$ cat src/rtl/vram_pkg.sv
// Shared encodings for the VRAM slot arbiter: owner codes, window phase numbers and
// the slot counter reset value.
package vram_pkg;

  typedef enum logic [1:0] {
    OWN_NONE = 2'd0,
    OWN_VID  = 2'd1,
    OWN_CPU  = 2'd2
  } owner_e;

  typedef enum logic [1:0] {
    StIdle    = 2'd0,
    StStrobe  = 2'd1,
    StLatch   = 2'd2,
    StRelease = 2'd3
  } acc_state_e;

  localparam logic [1:0] PH_ADDR    = 2'd0;
  localparam logic [1:0] PH_STROBE  = 2'd1;
  localparam logic [1:0] PH_LATCH   = 2'd2;
  localparam logic [1:0] PH_RELEASE = 2'd3;

  // Same load value as the system clock divider so both stay in step after reset.
  localparam logic [2:0] SLOT_RESET = 3'b100;

endpackage

$ cat src/rtl/slot_phase_ctr.sv
// Free-running 3-bit slot phase counter on the falling edge of CLK_24M,
// asynchronously loaded with SLOT_RESET.
module slot_phase_ctr
  import vram_pkg::*;
(
  input  logic       CLK_24M,
  input  logic       nRESETP,
  output logic [2:0] phase
);

  logic [2:0] phase_q;

  always_ff @(negedge CLK_24M or negedge nRESETP) begin
    if (!nRESETP) begin
      phase_q <= SLOT_RESET;
    end else begin
      phase_q <= phase_q + 3'd1;
    end
  end

  assign phase = phase_q;

endmodule

$ cat src/rtl/vram_slot_arbiter.sv
// Time-slot arbiter sharing one VRAM port between video fetch (phases 0-3) and the
// 68k CPU (phases 4-7); one complete access per 4-phase window.
module vram_slot_arbiter
  import vram_pkg::*;
#(
  parameter int unsigned ADDR_W      = 15,
  parameter int unsigned DATA_W      = 16,
  parameter bit          ALLOW_STEAL = 1'b1
) (
  input  logic              CLK_24M,
  input  logic              nRESETP,
  input  logic              VID_REQ,
  input  logic [ADDR_W-1:0] VID_ADDR,
  output logic              VID_ACK,
  output logic [DATA_W-1:0] VID_RDATA,
  input  logic              CPU_REQ,
  input  logic              CPU_WE,
  input  logic [ADDR_W-1:0] CPU_ADDR,
  input  logic [DATA_W-1:0] CPU_WDATA,
  output logic              CPU_ACK,
  output logic [DATA_W-1:0] CPU_RDATA,
  output logic [ADDR_W-1:0] MEM_ADDR,
  output logic [DATA_W-1:0] MEM_WDATA,
  input  logic [DATA_W-1:0] MEM_RDATA,
  output logic              nMEM_OE,
  output logic              nMEM_WE,
  output logic [2:0]        SLOT_PHASE
);

  logic [2:0] phase;

  slot_phase_ctr u_phase_ctr (
    .CLK_24M (CLK_24M),
    .nRESETP (nRESETP),
    .phase   (phase)
  );

  acc_state_e        state_q, state_d;
  owner_e            owner_q, owner_d, grant;
  logic              we_q, we_d, grant_we;
  logic              noe_q, noe_d, nwe_q, nwe_d;
  logic              vid_ack_q, vid_ack_d, cpu_ack_q, cpu_ack_d;
  logic [ADDR_W-1:0] addr_q, addr_d;
  logic [DATA_W-1:0] wdata_q, wdata_d;
  logic [DATA_W-1:0] vid_rdata_q, vid_rdata_d, cpu_rdata_q, cpu_rdata_d;

  // Grant is only evaluated at the first phase of a window; phase[2] selects the window.
  always_comb begin
    grant = OWN_NONE;
    if (phase[1:0] == PH_ADDR) begin
      if (!phase[2]) begin
        if (VID_REQ) begin
          grant = OWN_VID;
        end else if (CPU_REQ && ALLOW_STEAL) begin
          grant = OWN_CPU;
        end
      end else if (CPU_REQ) begin
        grant = OWN_CPU;
      end
    end
    grant_we = (grant == OWN_CPU) && CPU_WE;
  end

  always_comb begin
    state_d     = state_q;
    owner_d     = owner_q;
    we_d        = we_q;
    noe_d       = noe_q;
    nwe_d       = nwe_q;
    addr_d      = addr_q;
    wdata_d     = wdata_q;
    vid_rdata_d = vid_rdata_q;
    cpu_rdata_d = cpu_rdata_q;
    vid_ack_d   = 1'b0;
    cpu_ack_d   = 1'b0;
    unique case (state_q)
      StIdle: begin
        if (grant != OWN_NONE) begin
          state_d = StStrobe;
          owner_d = grant;
          we_d    = grant_we;
          noe_d   = grant_we;
          nwe_d   = !grant_we;
          if (grant == OWN_VID) begin
            addr_d = VID_ADDR;
          end else begin
            addr_d  = CPU_ADDR;
            wdata_d = CPU_WDATA;
          end
        end
      end
      StStrobe: state_d = StLatch;
      StLatch: begin
        state_d = StRelease;
        noe_d   = 1'b1;
        nwe_d   = 1'b1;
        if (owner_q == OWN_VID) begin
          vid_ack_d   = 1'b1;
          vid_rdata_d = MEM_RDATA;
        end else begin
          cpu_ack_d = 1'b1;
          if (!we_q) cpu_rdata_d = MEM_RDATA;
        end
      end
      StRelease: begin
        state_d = StIdle;
        owner_d = OWN_NONE;
      end
      default: state_d = StIdle;
    endcase
  end

  always_ff @(negedge CLK_24M or negedge nRESETP) begin
    if (!nRESETP) begin
      state_q     <= StIdle;
      owner_q     <= OWN_NONE;
      we_q        <= 1'b0;
      noe_q       <= 1'b1;
      nwe_q       <= 1'b1;
      addr_q      <= '0;
      wdata_q     <= '0;
      vid_rdata_q <= '0;
      cpu_rdata_q <= '0;
      vid_ack_q   <= 1'b0;
      cpu_ack_q   <= 1'b0;
    end else begin
      state_q     <= state_d;
      owner_q     <= owner_d;
      we_q        <= we_d;
      noe_q       <= noe_d;
      nwe_q       <= nwe_d;
      addr_q      <= addr_d;
      wdata_q     <= wdata_d;
      vid_rdata_q <= vid_rdata_d;
      cpu_rdata_q <= cpu_rdata_d;
      vid_ack_q   <= vid_ack_d;
      cpu_ack_q   <= cpu_ack_d;
    end
  end

  assign VID_ACK    = vid_ack_q;
  assign VID_RDATA  = vid_rdata_q;
  assign CPU_ACK    = cpu_ack_q;
  assign CPU_RDATA  = cpu_rdata_q;
  assign MEM_ADDR   = addr_q;
  assign MEM_WDATA  = wdata_q;
  assign nMEM_OE    = noe_q;
  assign nMEM_WE    = nwe_q;
  assign SLOT_PHASE = phase;

endmodule
$ cat config.mk
export PLATFORM = sky130hd
export DESIGN_NAME = vram_slot_arbiter
export DESIGN_NICKNAME = d
export VERILOG_FILES = /design/src/rtl/vram_pkg.sv /design/src/rtl/slot_phase_ctr.sv /design/src/rtl/vram_slot_arbiter.sv
export SDC_FILE = /design/constraint.sdc
export NUM_CORES = 1
export LEC_CHECK = 0
export BUFFER_PORTS_ARGS = -buffer_cell sky130_fd_sc_hd__buf_2
export CAP_MARGIN = 20
export CORE_MARGIN = 1.5
export CORE_UTILIZATION = 40
export DETAILED_ROUTE_END_ITERATION = 12
export GPL_TIMING_DRIVEN = 0
export PLACE_DENSITY = 0.82
export SETUP_SLACK_MARGIN = 0.3
export SLEW_MARGIN = 40
export SYNTH_ARGS = -nofsm -noshare
export SYNTH_HDL_FRONTEND = slang
export SYNTH_HIERARCHICAL = 1
export SYNTH_SLANG_ARGS = --single-unit
$ cat constraint.sdc
create_clock -name CLK_24M -period 2.2 [get_ports CLK_24M]
set_input_delay 0.22 -clock CLK_24M [delete_from_list [all_inputs] [get_ports CLK_24M]]
set_output_delay 0.22 -clock CLK_24M [all_outputs]
set_load 0.02 [all_outputs]
* Yosys cells after proc, flatten, opt, wreduce, memory -nomap -nowiden
Cells that the tools add are included.
** Storage, ports and cells
- Logic and storage cells :: 53
- Input port bits :: 67
- Flip-flop bits (word level) :: 75
- Output and inout bits :: 70
** Cells by class
- Mux-type cells :: 17
- Bitwise gates (word level) :: 3
- Reductions and logical operators :: 13
- Add/subtract/negate cells :: 1
- Equality and inequality tests :: 7
** Operator list (count)
- $mux W15 :: 1
- $mux W2 :: 6
- $pmux W2 S4 :: 1
- $reduce_and A2 Y1 :: 4
- $eq A2 B1 Y1 const B :: 3
- $eq A2 B2 Y1 const B :: 3
- $mux W1 :: 6
- $reduce_and A3 Y1 :: 2
- $reduce_bool A2 Y1 :: 3
- $logic_not A2 Y1 :: 2
- $pmux W1 S2 :: 2
- $pmux W2 S2 :: 1
- $add A3 B1 Y3 const B :: 1
- $not A1 Y1 :: 3
- $ne A2 B2 Y1 const B :: 1
- $logic_and A1 B1 Y1 :: 1
- $logic_not A1 Y1 :: 1

* Logic depth before layout (Yosys ltp)
- Word-level depth :: 9
- Depth in mapped cells :: 7
- Depth with buffers taken out :: 5

* Cells and area by module
Netlist, hierarchy kept.
** Modules (own cells, without submodules)
- vram_slot_arbiter :: cells each 201, times used 1, area an instance 2967.8 sq um
- slot_phase_ctr :: cells each 7, times used 1, area an instance 105.1 sq um

==> impl_metrics.env <==
export IMPL_worst_path_largest_cell_delay_ns=0.54
export IMPL_total_power_mw=7.973
export IMPL_synth_area_per_cell_um2=14.77
export IMPL_die_area_mm2=0.008217
export IMPL_synth_top_flop_cell="dfrtn_1"
export IMPL_postLayoutSetupSlackWorst_ns=-0.1574
export IMPL_critical_path_n_buffers_inverters=1
export IMPL_synth_enable_flop_cells=0
export IMPL_clkSlewWorstSetupHoldPaths_ns=0.06
export IMPL_path_class="flop to output pin"
export IMPL_ys_warn_count=6
export IMPL_top_level_ports=137
export IMPL_crit_path_top_delay_cell="dfstp_2"
export IMPL_route_final_wire_length_um=9649
export IMPL_crit_path_launch_type="flop"
export IMPL_final_hold_viol_count=0
export IMPL_first_global_vias=2806
export IMPL_die_h_um=90.65
export IMPL_coreArea_mm2=0.007331
export IMPL_synth_ff_latch_count=75
export IMPL_synth_top_area_share_pct=58.63
export IMPL_final_cell_count_no_fill=509
export IMPL_vias_per_inst=5.029
export IMPL_vdd_ir_drop_max_mv=0.6331
export IMPL_drc_errors=0
export IMPL_grt_ovfl_total=0
export IMPL_drv_max_cap_violation_count=0
export IMPL_cts_inserted_buffers=9
export IMPL_timing_rr_start="state_q[0]"
export IMPL_dr_pass1_iters=4
export IMPL_status="finished with violations"
export IMPL_antennaDiodeCount=0
export IMPL_postSynth_asyncResetShare_pct=100.0
export IMPL_ys_top_cells_by_area="dfrtn_1 (59%), mux2_2 (18%), o221a_2 (5.5%)"
export IMPL_number_of_antenna_violations_at_the_first_check_in_global_routing=0
export IMPL_dr_first_iter_drc_count=47
export IMPL_worstPathArrival_ns=2.14
export IMPL_rows=31
export IMPL_failing_checks="setup timing"
export IMPL_clock_tree_root_cell="clkbuf_8"
export IMPL_regToRegSetupSlack_ns=0.24
export IMPL_endpoint="SLOT_PHASE[2]"
export IMPL_post_place_cells=444
export IMPL_finalClockSkew_ns=0.06376
export IMPL_critical_path_cell_count=1
export IMPL_clk_latency_worst_skew_pair_ns=0.39
export IMPL_power_per_cell_area_mw_per_mm2=1484
export IMPL_cts_tree="yes"
export IMPL_syn_inst=208
export IMPL_worstPathMaxFanout=2
export IMPL_syn_num_nets=280
export IMPL_crit_required_ns=1.98
export IMPL_yosys_cell_count_top_type="dfrtn_1"
export IMPL_drive_gt1_share_pct=73.66
export IMPL_endpoint_kind="output pin"
export IMPL_mappedNetlistArea_mm2=0.003073
export IMPL_r2r_end="MEM_ADDR[14]"
export IMPL_worst_pin_slew_ns=0.3642
export IMPL_number_of_buffers_added_to_fix_hold_violations_after_cts=0
export IMPL_htree_num_levels=3
export IMPL_fin_nets=478
export IMPL_crit_path_start="u_phase_ctr/phase[2]"
export IMPL_grt_first_pass_wirelength_um=13860
export IMPL_synth_largest_area_cell="dfrtn_1"
export IMPL_static_leakage_power_nw=2.539
export IMPL_ant_nets=0
export IMPL_timing_final_setup_violations=52
export IMPL_nFillCells=466
export IMPL_timing_critical_path_cells="buf_6"
export IMPL_area_of_the_multi_input_gates_mm2=0.001375
export IMPL_rsz0062_at_grt="yes"
export IMPL_cts_num_sinks=75
export IMPL_dp_hpwl_um=5334
export IMPL_floorplan_die_width_um=90.65
export IMPL_synth_common_cells="dfrtn_1 (72), mux2_2 (49), o221a_2 (15), or3_1 (15), inv_1 (10)"
export IMPL_netlist_cell_type_count=32
export IMPL_final_design_area_no_fill_mm2=0.005374
export IMPL_wire_per_inst_um=18.96
export IMPL_max_clock_path_buffers=2
export IMPL_max_slew_margin_rel_pct=75.72
export IMPL_timing_max_transition_violations_final=0
export IMPL_initial_utilization_pct=41.92
export IMPL_detailroute_via_count=2560
export IMPL_holdCritPathClass="flop to flop"
export IMPL_buffer_ports_inserted=136
export IMPL_detailed_place_area_mm2=0.003983
export IMPL_maximum_number_of_pins_on_one_net_before_global_route_repair=39
export IMPL_groute_usage_overall_pct=21.62
export IMPL_worst_r2r_path_depth=7
export IMPL_routabilityCongestion=0.7495
export IMPL_timing_critical_path_max_delay_family="flip-flops"
export IMPL_layout_area_overhead_vs_synth_pct=74.88
export IMPL_yosysSeqAreaShare_pct=61.20
export IMPL_area_sequential_mm2=0.001881
==> how the worst min path moves through the flow <==
| stage | startpoint | endpoint | slack, ns | depth (start not counted) |
|---|---|---|---|---|
| 3_3_place_gp | u_phase_ctr/phase[0] | u_phase_ctr/phase[0] | 0.41 | 1 |
| 4_1_cts | MEM_WDATA[0] | MEM_WDATA[0] | 0.48 | 1 |
| 5_1_grt | MEM_WDATA[0] | MEM_WDATA[0] | 0.48 | 1 |
| 2_1_floorplan | owner_q[1] | owner_q[1] | 0.44 | 1 |
| 3_5_place_dp | u_phase_ctr/phase[0] | u_phase_ctr/phase[0] | 0.43 | 1 |
| 6_report | MEM_WDATA[0] | MEM_WDATA[0] | 0.48 | 1 |
==> worst register-to-register path, cell delays in order (launching register included) <==
cell      delay [ns]
dfrtn_1         0.36
inv_2           0.11
ha_4            0.15
or3b_1          0.36
buf_6           0.15
clkbuf_4        0.19
or3_1           0.36
o221a_4         0.13
==> registers in the layout (all words and copies together), names as in the netlist <==
register	flops
CPU_ACK	1
CPU_RDATA	16
MEM_ADDR	15
MEM_WDATA	16
VID_ACK	1
VID_RDATA	16
nMEM_OE	1
nMEM_WE	1
owner_q	2
state_q	2
u_phase_ctr/phase	3
we_q	1
==> routing by layer <==
metal | vias to the layer above | track usage [%] | share of wire [%] | wire length [um]
met4 | 0 | 7.804 | 2.1 | 198
li1 | 1159 | - | - | -
met1 | 1286 | 24.32 | 38 | 3695
met2 | 98 | 40.48 | 55 | 5331
met3 | 17 | 3.788 | 4.4 | 424
met5 | - | 0 | 0 | 0
==> through the flow <==
stage	util (%)	TNS, ns	hold WS, ns	setup WS [ns]
after floorplan	-	-2.079	0.4360	-0.08201
after global placement	53.97	-48.34	0.4078	-0.5059
after detailed placement	54.33	-12.42	0.4290	-0.4171
after CTS	69.65	-1.112	0.4773	-0.1567
after global routing	73.31	-2.627	0.4822	-0.1956
final	73.31	-1.213	0.4760	-0.1574
==> cell type report <==
| type | count | share of cell area, % |
|---|---|---|
| buffer | 10 | 2.375 |
| clock buffer | 9 | 2.305 |
| clock inverter | 9 | 2.328 |
| inverter | 8 | 0.5588 |
| multi-input combinational | 113 | 25.59 |
| sequential | 75 | 34.99 |
| tap | 99 | 2.305 |
| timing repair buffer | 186 | 29.55 |
==> power by group <==
group	internal [mW]	switching [mW]
combinational	2.38	1.71
clock	0.758	0.546
sequential	2.09	0.489
total	5.23	2.74
==> timing repair <==
action | CTS | global route
endpoints found under the setup margin | 124 | 115
gates resized for setup | 177 | 26
pin swaps | 11 | 14
setup buffers | 31 | 15
gates cloned | 2 | 1
==> cells in the final DEF (no fill, tap or decap), types with 3 or more instances in the layout <==
cell type and instances:
buf_4 40, inv_2 3, buf_8 8, or3_4 9, buf_2 64, inv_1 8
dfrtn_1 72, o221a_4 14, dfstp_2 3, mux2_4 5, clkbuf_8 9, ha_1 4
mux2_2 44, or3_1 6, bufinv_16 3, buf_6 79
==> logic make-up (layout without fill, tap and decap cells) <==
logic type	Yosys count	after routing	share of synthesized area [%]
flops	75	75	61.20
fa+ha+maj	5	5	2.036
mux	50	50	18.28
simple gates	30	30	6.271
buf+inv	20	222	3.135
compound gates	27	27	8.795
xor+xnor	1	1	0.2851
(Power assumes the default switching activity.)
